<file path="src/rtl/instruction_fetch_unit.sv">
// rtl/instruction_fetch_unit.sv - PC, program-loadable instruction memory and fetch queue
//
// Holds the fetch PC, issues one synchronous instruction-memory read per cycle
// while the queue has room, and buffers {pc, inst, fault} entries for decode.
//
// Ports:
//   clk, reset                 clock; asynchronous active-high reset
//   redirect_valid/_pc         branch/jump taken: flush queue, squash read, restart fetch
//   out_valid/out_ready        head-of-queue handshake towards decode
//   out_pc/out_inst/out_pc4    head entry fields (zero while the queue is empty)
//   out_fault                  head entry came from a misaligned or out-of-range PC
//   imem_we/_waddr/_wdata      program-load write port (read-first against fetch)
//   fetch_count                entries accepted by decode since reset, wraps

module instruction_fetch_unit #(
  parameter int              XLEN       = 64,
  parameter int              ILEN       = 32,
  parameter int              IMEM_DEPTH = 64,
  parameter int              FQ_DEPTH   = 2,
  parameter logic [XLEN-1:0] RESET_PC   = '0
) (
  input  logic                          clk,
  input  logic                          reset,
  input  logic                          redirect_valid,
  input  logic [XLEN-1:0]               redirect_pc,
  output logic                          out_valid,
  input  logic                          out_ready,
  output logic [XLEN-1:0]               out_pc,
  output logic [ILEN-1:0]               out_inst,
  output logic [XLEN-1:0]               out_pc4,
  output logic                          out_fault,
  input  logic                          imem_we,
  input  logic [$clog2(IMEM_DEPTH)-1:0] imem_waddr,
  input  logic [ILEN-1:0]               imem_wdata,
  output logic [31:0]                   fetch_count
);

  localparam int AW = $clog2(IMEM_DEPTH);
  localparam int QW = $clog2(FQ_DEPTH);
  localparam int CW = QW + 1;
  localparam logic [ILEN-1:0] NOP       = ILEN'(32'h0000_0013);
  // One extra bit so the range limit is representable even for narrow XLEN.
  localparam logic [XLEN:0]   MEM_BYTES = (XLEN+1)'(4 * IMEM_DEPTH);

  logic [XLEN-1:0] pc;
  logic [XLEN-1:0] pc_q;
  logic            req_q;
  logic [ILEN-1:0] mem [IMEM_DEPTH];
  logic [ILEN-1:0] rdata;

  logic [XLEN-1:0] q_pc    [FQ_DEPTH];
  logic [ILEN-1:0] q_inst  [FQ_DEPTH];
  logic            q_fault [FQ_DEPTH];
  logic [QW-1:0]   wr_ptr;
  logic [QW-1:0]   rd_ptr;
  logic [CW-1:0]   count;

  logic            deq;
  logic            issue;
  logic            push;
  logic            fault_q;
  logic [CW:0]     occupancy;

  assign out_valid = (count != '0);
  assign deq       = out_valid & out_ready;

  // Queued entries plus the read in flight, less the one leaving this cycle.
  // Issuing only below FQ_DEPTH is what makes overflow impossible.
  assign occupancy = {1'b0, count} + (CW+1)'(req_q) - (CW+1)'(deq);
  assign issue     = !redirect_valid && (occupancy < (CW+1)'(FQ_DEPTH));
  assign push      = req_q && !redirect_valid;
  assign fault_q   = (pc_q[1:0] != 2'b00) || ({1'b0, pc_q} >= MEM_BYTES);

  // Memory is not reset. Non-blocking read and write give read-first behaviour;
  // rdata is only consumed the cycle after an issue, when pc was the read address.
  always_ff @(posedge clk) begin
    if (imem_we) begin
      mem[imem_waddr] <= imem_wdata;
    end
    rdata <= mem[pc[2 +: AW]];
  end

  // Queue payload needs no reset: it is only visible while count > 0.
  always_ff @(posedge clk) begin
    if (push) begin
      q_pc[wr_ptr]    <= pc_q;
      q_inst[wr_ptr]  <= fault_q ? NOP : rdata;
      q_fault[wr_ptr] <= fault_q;
    end
  end

  always_ff @(posedge clk or posedge reset) begin
    if (reset) begin
      pc          <= RESET_PC;
      pc_q        <= '0;
      req_q       <= 1'b0;
      wr_ptr      <= '0;
      rd_ptr      <= '0;
      count       <= '0;
      fetch_count <= '0;
    end else if (redirect_valid) begin
      // Flush wins over everything: queued entries, the in-flight read and any
      // simultaneous dequeue are all dropped.
      pc     <= redirect_pc;
      req_q  <= 1'b0;
      wr_ptr <= '0;
      rd_ptr <= '0;
      count  <= '0;
    end else begin
      req_q <= issue;
      if (issue) begin
        pc_q <= pc;
        pc   <= pc + XLEN'(4);
      end
      if (push) begin
        wr_ptr <= wr_ptr + QW'(1);
      end
      if (deq) begin
        rd_ptr      <= rd_ptr + QW'(1);
        fetch_count <= fetch_count + 32'd1;
      end
      count <= count + CW'(push) - CW'(deq);
    end
  end

  always_comb begin
    out_pc    = '0;
    out_inst  = '0;
    out_pc4   = '0;
    out_fault = 1'b0;
    if (out_valid) begin
      out_pc    = q_pc[rd_ptr];
      out_inst  = q_inst[rd_ptr];
      out_pc4   = q_pc[rd_ptr] + XLEN'(4);
      out_fault = q_fault[rd_ptr];
    end
  end

endmodule

</file>
<file path="config.mk">
export PLATFORM = sky130hd
export DESIGN_NAME = instruction_fetch_unit
export DESIGN_NICKNAME = d
export VERILOG_FILES = /design/src/rtl/instruction_fetch_unit.sv
export SDC_FILE = /design/constraint.sdc
export NUM_CORES = 2
export LEC_CHECK = 0
export ABC_CLOCK_PERIOD_IN_PS = 10090
export BUFFER_PORTS_ARGS = -buffer_cell sky130_fd_sc_hd__buf_2
export CAP_MARGIN = 10
export CORE_MARGIN = 2
export CORE_UTILIZATION = 30
export CTS_CLUSTER_DIAMETER = 30
export CTS_CLUSTER_SIZE = 16
export DETAILED_ROUTE_END_ITERATION = 12
export SLEW_MARGIN = 30
export SYNTH_ARGS = -nofsm -noshare
export SYNTH_HDL_FRONTEND = slang
export SYNTH_SLANG_ARGS = --single-unit
</file>
<file path="constraint.sdc">
create_clock -name clk -period 10.09 [get_ports clk]
set_input_delay 1.009 -clock clk [delete_from_list [all_inputs] [get_ports clk]]
set_output_delay 1.009 -clock clk [all_outputs]
set_load 0.02 [all_outputs]
</file>
==> run metrics <==
DRT antenna net count=0; postcts setup bufs=0; die height=569.1 um; CP Capture Type=primary output; largest net degree at the start of global routing=between 100 and 150; CP Class=reg2out; Rows=207; # fillers=28830; Peak VDD IR=between 0.2 and 0.25 mV; Initial Util=30.14%; global-route wire length before repair=391.4 mm; Primary FF master, synth=edfxtp_1; leakage=approximately 38 nW; setup TNS=0 ns; via count=52990; Slew Limit Fails=0; most common cell after layout, fill and taps aside=edfxtp_1; Setup Viol. Count Final=0; Worst Path Required=9.08 ns; Worst setup SP type=flop; drt wl/cell=27.72 um; DP Area=a little over 100000 um2; Max-Cap Viols=0; register area share after synthesis=between 70% and 80%; residual DRC count=0; status=completed; Die X=569.1 um; Netlist cell types=72; Async SR Flop Fraction=6.765%; HPWL after DPL=161.9 mm; area growth from synthesis to layout=22.16%; Min Clock Period, post-route=6.369 ns; PD cells=between 200 and 300 nW/um2; initial antenna violation count=43; Total Die Area=323800 um2; IO Count=301; All-Layer GR Usage=approximately 17%; Root Driver=clkbuf_16; CTS buffer count=403; CTS resizes=0; CTS sink cnt=roughly 2400; EDFF count, synth=2242; post-synthesis cell area=95790 um2; vias in the first global route=approximately 52000; layout cells sized above 1=30.34%; clock latency on the worst-skew pair=0.91 ns; Ys Warns=0; Post-Syn Nets=5056; worst setup margin=3.721 ns; Placement Setup Slack=4.773 ns; CORE AREA=317800 um2; nets@finish=5613; Vias per Instance=5.287; Pwr Total=32.70 mW; CTS tree=yes; Post-Route WL=277.8 mm; post-route cell area=around 120000 um2; cts hold-fix bufs=0; clock transition at the registers of the reported paths=0.05 ns; Pre-antenna DRT Iters=6; WHS=0.1281 ns; most frequent cells in the layout=edfxtp_1 (2242), mux4_2 (504), clkbuf_16 (408), buf_2 (280), a22oi_1 (222); flip-flop and latch count after synthesis=2439; Worst Hold Class=in2async; htree depth=5; initial DRC count=6443; synthesized instance count=4942; Max clock buf depth=4; Buffers on Ports=300; Clock Skew=0.09317 ns; Final Hold Fails=0; crit path DAT=5.36 ns; global route overflow=0; GP Congestion=0.9111; maximum achievable frequency=157.0 MHz; Worst slew margin=34.20%; Mean Syn Cell Area=19.38 um2; Worst Max-Slew Pin Slew=0.9870 ns; critical path peak fanout=71; RSZ-0062 raised after global routing=false; crit share post-route=between 60% and 70%; R2R Setup Slk=5.23 ns
==> cell usage after synthesis (57+ instances only) <==
cell,instances,area [um2]
edfxtp_1,2242,67320
mux4_2,504,11350
nor2_1,230,863.3
a22oi_1,222,1667
dfrtp_1,165,4129
clkbuf_1,159,596.8
nand2_1,149,559.3
a21oi_1,116,580.6
mux2i_1,106,1061
mux2_2,95,1070
nand3_1,91,455.4
xnor2_1,68,595.6
nand4_1,67,419.2
buf_2,65,325.3
and2_1,57,356.6
==> layer usage <==
metal | track usage, % | vias up | share of wire, %
li1 | - | 21680 | -
met1 | 22.97 | 27980 | 41
met2 | 26.30 | 2841 | 47
met3 | 3.511 | 477 | 9.4
met4 | 5.486 | 12 | 3.2
met5 | 0 | - | 0.026
==> cells by family after synthesis <==
family                     count (synthesis)  synth area share, %
AOI/OAI and AO/OA                        553                3.888
xor gates and xnor gates                  89               0.8137
adders and majority gates                  7              0.09927
buffers and inverters                    305                1.301
DFF                                     2439                75.26
muxes                                    705                14.07
and+or+nand+nor                          844                4.562
==> state kept, by name, summed over array words and instances (netlist names) <==
| register | cells |
|---|---|
| pc_q | 64 |
| count | 2 |
| q_fault | 2 |
| pc | 64 |
| mem | 2048 |
| wr_ptr | 1 |
| rd_ptr | 1 |
| req_q | 1 |
| fetch_count | 32 |
| rdata | 32 |
| q_inst | 64 |
| q_pc | 128 |
==> through the flow <==
step,instances,utilization [%]
finish,10020,36.82
global route,10010,36.81
CTS,10010,36.76
detailed placement,9269,32.42
global placement,9267,32.40
floorplan,4942,-
==> final timing paths <==
path                                  from              end  cells past startpoint
max                                 rd_ptr      out_pc4[48]                      7
min                                  reset  fetch_count[28]                      2
max reg2reg                       count[1]           pc[59]                     10
min reg2reg                fetch_count[31]  fetch_count[31]                      1
max in group asynchronous            reset            pc[3]                      4
min in group clk           redirect_pc[32]           pc[32]                      3
==> layout make-up <==
class | count | area (um2) | share of cell area, %
inverters | 24 | 95.09 | 0.08126
flip-flops and latches | 2439 | 72110 | 61.62
clock inverters | 272 | 3322 | 2.839
multi-input cells | 2198 | 23000 | 19.66
well taps | 4180 | 5230 | 4.469
clock buffers | 464 | 10480 | 8.956
diodes | 13 | 32.53 | 0.02780
repair buffers | 433 | 2749 | 2.349
==> where the power goes <==
part | switching [mW] | internal, mW | total, mW
logic | 3.85 | 2.86 | 6.71
registers | 0.609 | 11.6 | 12.2
clock network | 4.82 | 9.00 | 13.8
total | 9.28 | 23.4 | 32.7
==> critical path, stage by stage, from the launching register on <==
cell and delay (ns):
dfrtp_4 0.80, buf_4 0.82, nand4_1 0.29, a222oi_1 0.73
nand4_1 0.67, nor4_1 0.59, mux2_2 0.39, buf_2 0.16
Note: power is estimated with default switching activity, not from simulation.
